$ cat src/rtl/spi_host_win_arb_pkg.sv
// Shared types and helpers for the SPI host data-window arbiter.
//   spi_reg_req_t : regbus request (valid, write, addr, wdata, wstrb)
//   spi_reg_rsp_t : regbus response (ready, error, rdata)
//   arb_state_e   : arbiter ownership state
//   rr_pick()     : masked round-robin pick over up to MaxReq requesters
package spi_host_win_arb_pkg;

    localparam int MaxReq  = 8;
    localparam int MaxIdxW = 3;
    localparam int AddrW   = 32;
    localparam int DataW   = 32;

    typedef struct packed {
        logic               valid;
        logic               write;
        logic [AddrW-1:0]   addr;
        logic [DataW-1:0]   wdata;
        logic [DataW/8-1:0] wstrb;
    } spi_reg_req_t;

    typedef struct packed {
        logic             ready;
        logic             error;
        logic [DataW-1:0] rdata;
    } spi_reg_rsp_t;

    typedef enum logic {
        ArbIdle,
        ArbOwned
    } arb_state_e;

    typedef struct packed {
        logic               vld;
        logic [MaxIdxW-1:0] idx;
    } rr_pick_t;

    // Lowest requester at or above ptr; if none, lowest requester overall.
    // Unused upper bits of req_vec must be zero, which makes wrapping at
    // MaxReq equivalent to wrapping at the real requester count.
    function automatic rr_pick_t rr_pick(input logic [MaxReq-1:0]  req_vec,
                                         input logic [MaxIdxW-1:0] ptr);
        logic [MaxReq-1:0] masked;
        rr_pick_t          res;
        masked = req_vec & ~((MaxReq'(1) << ptr) - MaxReq'(1));
        res    = '0;
        for (int i = MaxReq - 1; i >= 0; i--) begin
            if (req_vec[i]) begin
                res.vld = 1'b1;
                res.idx = MaxIdxW'(i);
            end
        end
        for (int i = MaxReq - 1; i >= 0; i--) begin
            if (masked[i]) begin
                res.idx = MaxIdxW'(i);
            end
        end
        return res;
    endfunction

endpackage

$ cat src/rtl/spi_host_win_rr_pick.sv
// Combinational round-robin pick.
//   req_vec : per-requester request bits
//   ptr     : first index allowed to win (search wraps)
//   idx     : winning requester index
//   vld     : at least one requester is asking
module spi_host_win_rr_pick
    import spi_host_win_arb_pkg::*;
#(
    parameter int NumReq = 2
) (
    input  logic [NumReq-1:0]         req_vec,
    input  logic [$clog2(NumReq)-1:0] ptr,
    output logic [$clog2(NumReq)-1:0] idx,
    output logic                      vld
);

    localparam int IdxW = $clog2(NumReq);

    logic [MaxReq-1:0]  req_pad;
    logic [MaxIdxW-1:0] ptr_pad;
    rr_pick_t           pick;

    always_comb begin
        req_pad               = '0;
        req_pad[NumReq-1:0]   = req_vec;
        ptr_pad               = MaxIdxW'(ptr);
        pick                  = rr_pick(req_pad, ptr_pad);
        // The range check can never reject a real pick (padding is zero);
        // it keeps the whole returned index in use for narrow NumReq.
        vld                   = pick.vld & ({1'b0, pick.idx} < (MaxIdxW+1)'(NumReq));
        idx                   = IdxW'(pick.idx);
    end

endmodule

$ cat src/rtl/spi_host_win_arb.sv
// Shares the SPI host TX/RX data-FIFO windows between NumReq regbus
// requesters. One owner holds both windows for a tenure that ends after
// BurstLen beats or IdleCycles consecutive cycles without a valid.
//   clk_i, rst_ni             : clock, synchronous active-low reset
//   req_tx_win_i/o            : per-requester TX window request / response
//   req_rx_win_i/o            : per-requester RX window request / response
//   tx_win_o/i, rx_win_o/i    : single request / response to window adapter
//   owner_valid_o, owner_o    : current owner (owner_o is 0 when none)
//
// state    | meaning
// ArbIdle  | no owner; round-robin pick registered for next cycle
// ArbOwned | owner_q's requests pass through, responses return to owner only
module spi_host_win_arb
    import spi_host_win_arb_pkg::*;
#(
    parameter int  NumReq     = 2,
    parameter int  BurstLen   = 16,
    parameter int  IdleCycles = 4,
    parameter type reg_req_t  = spi_reg_req_t,
    parameter type reg_rsp_t  = spi_reg_rsp_t
) (
    input  logic                      clk_i,
    input  logic                      rst_ni,
    input  reg_req_t                  req_tx_win_i [NumReq],
    output reg_rsp_t                  req_tx_win_o [NumReq],
    input  reg_req_t                  req_rx_win_i [NumReq],
    output reg_rsp_t                  req_rx_win_o [NumReq],
    output reg_req_t                  tx_win_o,
    input  reg_rsp_t                  tx_win_i,
    output reg_req_t                  rx_win_o,
    input  reg_rsp_t                  rx_win_i,
    output logic                      owner_valid_o,
    output logic [$clog2(NumReq)-1:0] owner_o
);

    localparam int IdxW = $clog2(NumReq);
    localparam int CntW = $clog2(BurstLen + 2);

    arb_state_e      state_q, state_d;
    logic [IdxW-1:0] owner_q, owner_d;
    logic [IdxW-1:0] rr_ptr_q, rr_ptr_d;
    logic [CntW-1:0] beat_cnt_q, beat_cnt_d;
    logic [7:0]      idle_cnt_q, idle_cnt_d;

    logic [NumReq-1:0] req_vec;
    logic [IdxW-1:0]   pick_idx;
    logic              pick_vld;

    logic              owned;
    logic              tx_beat;
    logic              rx_beat;
    logic [1:0]        beats;
    logic [CntW-1:0]   beat_sum;
    logic [7:0]        idle_inc;
    logic              owner_active;
    logic [IdxW-1:0]   owner_next;

    always_comb begin
        req_vec = '0;
        for (int r = 0; r < NumReq; r++) begin
            req_vec[r] = req_tx_win_i[r].valid | req_rx_win_i[r].valid;
        end
    end

    spi_host_win_rr_pick #(
        .NumReq (NumReq)
    ) u_rr_pick (
        .req_vec (req_vec),
        .ptr     (rr_ptr_q),
        .idx     (pick_idx),
        .vld     (pick_vld)
    );

    assign owned = (state_q == ArbOwned);

    // Request/response muxing: pass-through for the owner, zeros elsewhere.
    always_comb begin
        tx_win_o = '0;
        rx_win_o = '0;
        for (int r = 0; r < NumReq; r++) begin
            req_tx_win_o[r] = '0;
            req_rx_win_o[r] = '0;
        end
        if (owned) begin
            tx_win_o              = req_tx_win_i[owner_q];
            rx_win_o              = req_rx_win_i[owner_q];
            req_tx_win_o[owner_q] = tx_win_i;
            req_rx_win_o[owner_q] = rx_win_i;
        end
    end

    assign tx_beat      = owned & tx_win_o.valid & tx_win_i.ready;
    assign rx_beat      = owned & rx_win_o.valid & rx_win_i.ready;
    assign beats        = {1'b0, tx_beat} + {1'b0, rx_beat};
    // Never wraps: beat_cnt_q stays below BurstLen, so the sum is at most BurstLen+1.
    assign beat_sum     = beat_cnt_q + CntW'(beats);
    assign idle_inc     = idle_cnt_q + 8'd1;
    assign owner_active = tx_win_o.valid | rx_win_o.valid;
    assign owner_next   = (owner_q == IdxW'(NumReq - 1)) ? '0 : owner_q + IdxW'(1);

    always_comb begin
        state_d    = state_q;
        owner_d    = owner_q;
        rr_ptr_d   = rr_ptr_q;
        beat_cnt_d = beat_cnt_q;
        idle_cnt_d = idle_cnt_q;
        case (state_q)
            ArbIdle: begin
                if (pick_vld) begin
                    state_d    = ArbOwned;
                    owner_d    = pick_idx;
                    beat_cnt_d = '0;
                    idle_cnt_d = '0;
                end
            end
            ArbOwned: begin
                beat_cnt_d = beat_sum;
                idle_cnt_d = owner_active ? 8'd0 : idle_inc;
                // The handshake of this cycle still completes; release only
                // changes who owns the windows from the next cycle on.
                if ((beat_sum >= CntW'(BurstLen)) ||
                    (!owner_active && (idle_inc >= 8'(IdleCycles)))) begin
                    state_d    = ArbIdle;
                    owner_d    = '0;
                    rr_ptr_d   = owner_next;
                    beat_cnt_d = '0;
                    idle_cnt_d = '0;
                end
            end
            default: begin
                state_d = ArbIdle;
            end
        endcase
    end

    always_ff @(posedge clk_i) begin
        if (!rst_ni) begin
            state_q    <= ArbIdle;
            owner_q    <= '0;
            rr_ptr_q   <= '0;
            beat_cnt_q <= '0;
            idle_cnt_q <= '0;
        end else begin
            state_q    <= state_d;
            owner_q    <= owner_d;
            rr_ptr_q   <= rr_ptr_d;
            beat_cnt_q <= beat_cnt_d;
            idle_cnt_q <= idle_cnt_d;
        end
    end

    assign owner_valid_o = owned;
    assign owner_o       = owner_q;

endmodule

$ cat config.mk
export PLATFORM = sky130hd
export DESIGN_NAME = spi_host_win_arb
export DESIGN_NICKNAME = d
export VERILOG_FILES = /design/src/rtl/spi_host_win_arb_pkg.sv /design/src/rtl/spi_host_win_rr_pick.sv /design/src/rtl/spi_host_win_arb.sv
export SDC_FILE = /design/constraint.sdc
export NUM_CORES = 1
export LEC_CHECK = 0
export CORE_AREA = 4 4 240 242
export DETAILED_ROUTE_END_ITERATION = 8
export DIE_AREA = 0 0 244 246
export PLACE_DENSITY_LB_ADDON = 0.2
export SYNTH_ARGS = -nofsm -noshare
export SYNTH_HDL_FRONTEND = slang
export SYNTH_SLANG_ARGS = --single-unit
export TNS_END_PERCENT = 10
$ cat constraint.sdc
create_clock -name clk_i -period 2.31 [get_ports clk_i]
set_input_delay 0.231 -clock clk_i [delete_from_list [all_inputs] [get_ports clk_i]]
set_output_delay 0.231 -clock clk_i [all_outputs]
set_load 0.05 [all_outputs]
After elaboration in Yosys (flattened, before gate mapping)
Cells that the tools add are included.
{"block": "totals", "ff_bits": 16, "inputBits": 350, "out_inout_bits": 278, "elab_cells": 74}
{"block": "op_classes", "addsub": 5, "order_cmp": 5, "n_eq_ne": 2, "shifts": 1, "n_mux": 36, "bitwise": 14, "reduce_logical": 6}
{"cell": "$mux W70", "n": 8}
{"cell": "$and A68 B68 Y68", "n": 2}
{"cell": "$mux W68", "n": 2}
{"cell": "$demux W34 S1", "n": 1}
{"cell": "$mux W34", "n": 1}
{"cell": "$mux W3", "n": 8}
{"cell": "$mux W8", "n": 3}
{"cell": "$pmux W8 S2", "n": 1}
{"cell": "$mux W5", "n": 2}
{"cell": "$pmux W5 S2", "n": 1}
{"cell": "$add A8 B1 Y8 const B", "n": 1}
{"cell": "$and A2 B8 Y8", "n": 1}
{"cell": "$ge A8 B3 Y1 const B", "n": 1}
{"cell": "$mux W4", "n": 2}
{"cell": "$not A8 Y8", "n": 1}
{"cell": "$shl A1 B1 Y8 const A", "n": 1}
{"cell": "$sub A8 B1 Y8 const B", "n": 1}
{"cell": "$add A5 B2 Y5", "n": 1}
{"cell": "$and A1 B1 Y1", "n": 5}
{"cell": "$ge A5 B5 Y1 const B", "n": 1}
{"cell": "$mux W1", "n": 5}
{"cell": "$pmux W1 S2", "n": 2}
{"cell": "$reduce_and A2 Y1", "n": 2}
{"cell": "$lt A3 B2 Y1 const B", "n": 1}
{"cell": "12 further kinds", "n": 15}

Longest topological paths before layout
{"block": "depth", "depth_word": 16, "mapped_depth": 13, "ltp_nobuf": 11}

Cells and area by module
A second synthesis with hierarchy kept.
{"block": "hier_totals", "cells_unflattened": 563, "area_unflattened_um2": 3842.4}
{"module": "spi_host_win_arb", "instances": 1, "cells_each": 560, "area_per_inst_um2": 3824.9, "seq_area_each_um2": 320.3}
{"module": "spi_host_win_rr_pick", "instances": 1, "cells_each": 3, "area_per_inst_um2": 17.5, "seq_area_each_um2": 0.0}

Worst setup path after synthesis
No wires, ideal clock.
{"block": "synth_path", "kind": "register to register", "startpoint": "register owner_q (netlist: owner_o)", "endpoint": "register rr_ptr_q", "arrival_ns": 3.504, "t_required_ns": 2.191, "setup_slack_ns": -1.313, "stages_incl_launch_ff": 14, "n_path_buf": 2, "period_less_slack_ns": 3.623, "path_cell_list": "dfxtp_1 -> buf_2 -> buf_2 -> mux2i_1 -> nor2b_1 -> nand2_1 -> fa_1 -> inv_1 -> ha_1 -> nand3_1 -> xor2_1 -> o21ai_4 -> o21a_1 -> o221a_1"}
{"item": "start: declaration", "line": "spi_host_win_arb.sv:40", "text": "logic [IdxW-1:0] owner_q, owner_d;"}
{"item": "start signal: assignment", "line": "spi_host_win_arb.sv:145", "text": "owner_q <= owner_d;"}
{"item": "end signal: assignment", "line": "spi_host_win_arb.sv:146", "text": "rr_ptr_q <= rr_ptr_d;"}
{"item": "end: declaration", "line": "spi_host_win_arb.sv:41", "text": "logic [IdxW-1:0] rr_ptr_q, rr_ptr_d;"}

Final worst setup path
{"block": "layout_path", "startpoint": "register owner_q (netlist: owner_o)", "endpoint": "register beat_cnt_q[2]"}
{"block": "layout_between", "elab_chain_len": 13, "elab_cells_between_ends": 22, "classes_between": "add/sub (2); order compare (1); mux (10); bitwise (6); reduce/logical (3)"}
{"item": "$not A1 Y2 (implied by the code) *", "line": "spi_host_win_arb.sv:85, spi_host_win_arb.sv:86"}
{"item": "$mux W70, on equally long branches (3 in a row)", "line": "spi_host_win_arb.sv:85, spi_host_win_arb.sv:86"}
{"item": "$mux W70", "line": "spi_host_win_arb.sv:84", "text": "if (owned) begin"}
{"item": "$and A1 B1 Y1, on equally long branches (2 in a row)", "line": "spi_host_win_arb.sv:92, spi_host_win_arb.sv:93"}
{"item": "$add A1 B1 Y2", "line": "spi_host_win_arb.sv:94", "text": "assign beats = {1'b0, tx_beat} + {1'b0, rx_beat};"}
{"item": "$add A5 B2 Y5", "line": "spi_host_win_arb.sv:96", "text": "assign beat_sum = beat_cnt_q + CntW'(beats);"}
{"item": "$ge A5 B5 Y1", "line": "spi_host_win_arb.sv:121", "text": "if ((beat_sum >= CntW'(BurstLen)) ||"}
{"item": "$logic_or A1 B1 Y1", "line": "spi_host_win_arb.sv:121"}
{"item": "$mux W5 *", "line": "spi_host_win_arb.sv:121"}
{"item": "$pmux W5 S2 *", "line": "spi_host_win_arb.sv:107", "text": "case (state_q)"}
{"item": "end signal: assignment", "line": "spi_host_win_arb.sv:147", "text": "beat_cnt_q <= beat_cnt_d;"}
{"item": "end: declaration", "line": "spi_host_win_arb.sv:42", "text": "logic [CntW-1:0] beat_cnt_q, beat_cnt_d;"}
Mark *: on every way between the ends. The rest lies on a longest branch, timed or not. The select of a mux whose other input is x is not followed.
A chain may end at the register's enable or synchronous reset.

==> results.yml <==
outcome:
  status: "finished clean"
logic_synthesis:
  mapped_avg_cell_area_um2: 7.59
  ys.flop_type: "dfxtp_1"
  post_synth_num_cell_types: 41
  yosys.area.top_type_share: 0.336
  compound_gate_portion_of_the_synthesized_area: 0.0495
  synth_mux_area_frac: 0.336
  ys_warn_count: 0
  adder_and_majority_cell_fraction_of_the_synthesized_area: 0.0108
  yosysSeqAreaShare: 0.0769
  synthSimpleGateAreaFrac: 0.457
  synth.ff_latch_count: 16
  yosys.area.top_type: "mux2i_1"
  synth_xor_xnor_area_share: 0.00841
  syn-cell-area_um2: 4170
  syn-num-nets: 902
  yosys-top-cells-area: "mux2i_1 (34%), nor2b_1 (21%), and2_1 (11%), and3_1 (10%), dfxtp_1 (7.7%)"
  synthesis.instances: 549
  combinational_family_with_the_most_area_after_synthesis: "simple AND/OR/NAND/NOR gates"
  edff_count_synth: 0
  ys_async_sr_fraction: 0
sta:
  worst_pin_slew_ns: 0.699
  rsz_0062_raised_after_global_routing: "true"
  fin_worst_skew_ns: 0.00129
  fin_ws_ns: 0.0676
  hold_viol: 0
  worst_slew_margin_rel: 0.534
  layout_worst_path_cycle_share: 0.971
  final-max-slew-violation-count: 0
  setup_viol_count_final: 0
  holdWs_ns: 0.452
  total_negative_setup_slack_ns: 0
  final_period_minus_worst_setup_slack_ns: 2.24
  fmax_mhz: 446
layout:
  final_net_count: 1499
  drive_gt1_frac: 0.286
  final_util: 0.261
  area_delta_synth_final_pct: 245
  finish.instance_area_um2: 14400
  fillCellCount: 5932
worst_setup_path:
  r2r_cells: 12
  cp_data_required_time_ns: 2.50
  path_max_fanout: 6
  start_of_the_worst_register_to_register_path: "owner_o$_SDFFE_PN0P_"
  worst_r2r_endpoint: "beat_cnt_q[2]$_SDFFE_PN0P_"
  arrival_ns: 2.43
  endpoint_kind: "flip-flop"
  timing.critical_path.from_type: "flip-flop"
  setup.worst_path.class: "flip-flop to flip-flop"
  reg2reg_setup_slack_ns: 0.07
clock_network:
  number_of_levels_in_the_clock_h_tree: 1
  cts_root_buf: "clkbuf_16"
  clock_path_buffers: 2
  cts_tree: "yes"
  clkSlewWorstSetupHoldPaths_ns: 0.05
  post_cts_hold_buffer_count: 0
  cts_buffers: 3
  clock_insertion_delay_worst_skew_ns: 0.25
  cts.sink_count: 16
global_route:
  grt_first_pass_wirelength_mm: 49.2
  largest_net_degree_at_the_start_of_global_routing: 112
  first_global_vias: 6709
  globalRouteTotalUtil: 0.110
  number_of_antenna_violations_at_the_first_check_in_global_routing: 3
  grt_overflow_total: 0
floorplanning:
  floorplan.die_area_um2: 60000
  number_of_placed_i_o_pins: 628
  chipHeight_um: 246
  core_area_um2: 55100
  initial_utilization: 0.0756
  fp.dieW_um: 244
  placementRows: 86
drt:
  drt-vias-per-instance: 3.23
  detail_route.wl_per_cell_um: 19.0
  drc: 0
  drt_pass1_iterations: 4
  totalWireLength_mm: 36.0
  first_iter_violations: 131
  total_vias_in_the_final_route: 6127
  ant_nets: 0
place:
  placed_cell_area_um2: 14200
  port_buffers: 627
  post_dp_hpwl_mm: 30.5
  dp_slack_ns: -0.260
  routabilityCongestion: 0.822
power_and_ir_drop:
  max-vdd-ir-drop_mv: 0.220
  leakage_uw: 0.00549
  power_per_cell_area_nw_per_um2: 291
job:
  cap_viol_max_count: 0
worst_hold_path:
  timing.hold.worst_endpoint: "beat_cnt_q[0]$_SDFFE_PN0P_"
  min_path_cells: 2
  hp-start: "beat_cnt_q[0]$_SDFFE_PN0P_"
  hold_class: "flip-flop to flip-flop"
==> cell usage after synthesis (all sizes together), types with 3 or more instances <==
master  number
a22o         4
and2        75
and3        69
buf         17
clkbuf      39
dfxtp       16
inv          4
mux2i      140
nand2        7
nor2         4
nor2b      142
o21ai        4
o41ai        3
xor2         3
==> power breakdown <==
part	total, uW	internal [uW]	switching [uW]
clock network	373	263	110
registers	290	281	8.81
logic	3520	1800	1720
total	4180	2340	1840
==> flip-flops by register name, summed over array words and instances, names as in the netlist <==
signal         flops
idle_cnt_q         8
beat_cnt_q         5
rr_ptr_q           1
owner_o            1
owner_valid_o      1
==> worst max-delay path: stages, from the launching register on <==
cell,delay (ns)
dfxtp_4,0.36
mux2i_2,0.17
nor2b_4,0.13
nand2_2,0.06
fa_2,0.36
inv_2,0.08
ha_4,0.13
nand3_2,0.09
xor2_2,0.18
o21ai_4,0.11
buf_4,0.16
o41ai_4,0.20
a22o_1,0.16
==> placed cells by master, fill, tap and decap left out, drive strengths merged, types with 2 or more instances in the layout <==
| cell type | count |
|---|---|
| nor2 | 4 |
| a211oi | 2 |
| o21ai | 4 |
| dlymetal6s2s | 4 |
| nor3b | 2 |
| and3 | 69 |
| inv | 4 |
| nor2b | 142 |
| and2 | 75 |
| o41ai | 3 |
| nand2 | 7 |
| o21a | 2 |
| dfxtp | 16 |
| xor2 | 3 |
| buf | 298 |
| clkbuf | 4 |
| diode | 3 |
| clkdlybuf4s50 | 345 |
| a22o | 4 |
| a21oi | 2 |
| mux2i | 140 |
| ha | 2 |
==> stage by stage <==
step	total power, uW	instances
floorplan	1770	549
global placement	3850	1885
detailed placement	3840	1885
CTS	4240	1890
global route	4360	1896
finish	4180	1896
==> worst max-delay path by stage <==
stage                               from                    endpoint  depth (start not counted)
finish              owner_o$_SDFFE_PN0P_  beat_cnt_q[2]$_SDFFE_PN0P_                         12
global route        owner_o$_SDFFE_PN0P_  idle_cnt_q[1]$_SDFFE_PN0P_                         11
CTS                    req_rx_win_i[139]  idle_cnt_q[1]$_SDFFE_PN0P_                         12
detailed placement     req_rx_win_i[139]  beat_cnt_q[2]$_SDFFE_PN0P_                         12
global placement       req_rx_win_i[139]       rr_ptr_q$_SDFFE_PN0P_                         12
floorplan           owner_o$_SDFFE_PN0P_       rr_ptr_q$_SDFFE_PN0P_                         13
==> cell families after synthesis <==
kind of cell	after synthesis
adder cells (fa/ha/maj)	3
AND/OR/NAND/NOR	304
multiplexers	140
XOR/XNOR	4
flip-flops	16
buffers and inverters	60
AO/OA/AOI/OAI	22
==> per-layer routing <==
metal  global-route usage  up-vias  wire length, um
met4               0.0155        0              428
li1                     -     3059                -
met5                    0        -                0
met2                0.226      193            21200
met1                0.115     2857            12300
met3               0.0264       18             2070
==> cell type report <==
| type | count | area (um^2) | area share |
|---|---|---|---|
| antenna | 3 | 7.51 | 0.000523 |
| clock buffer | 4 | 88.8 | 0.00619 |
| multi-input combinational | 473 | 3670 | 0.255 |
| sequential | 16 | 328 | 0.0228 |
| inverter | 4 | 15.0 | 0.00105 |
| tap | 748 | 936 | 0.0652 |
| timing repair buffer | 648 | 9310 | 0.649 |
==> what timing repair did <==
item	in CTS	in global routing
gates resized for setup	2	6
endpoints found under the setup margin	4	36
setup buffers	0	3
pin swaps	0	5
cloned	1	0
Note: power is estimated with default switching activity, not from simulation.
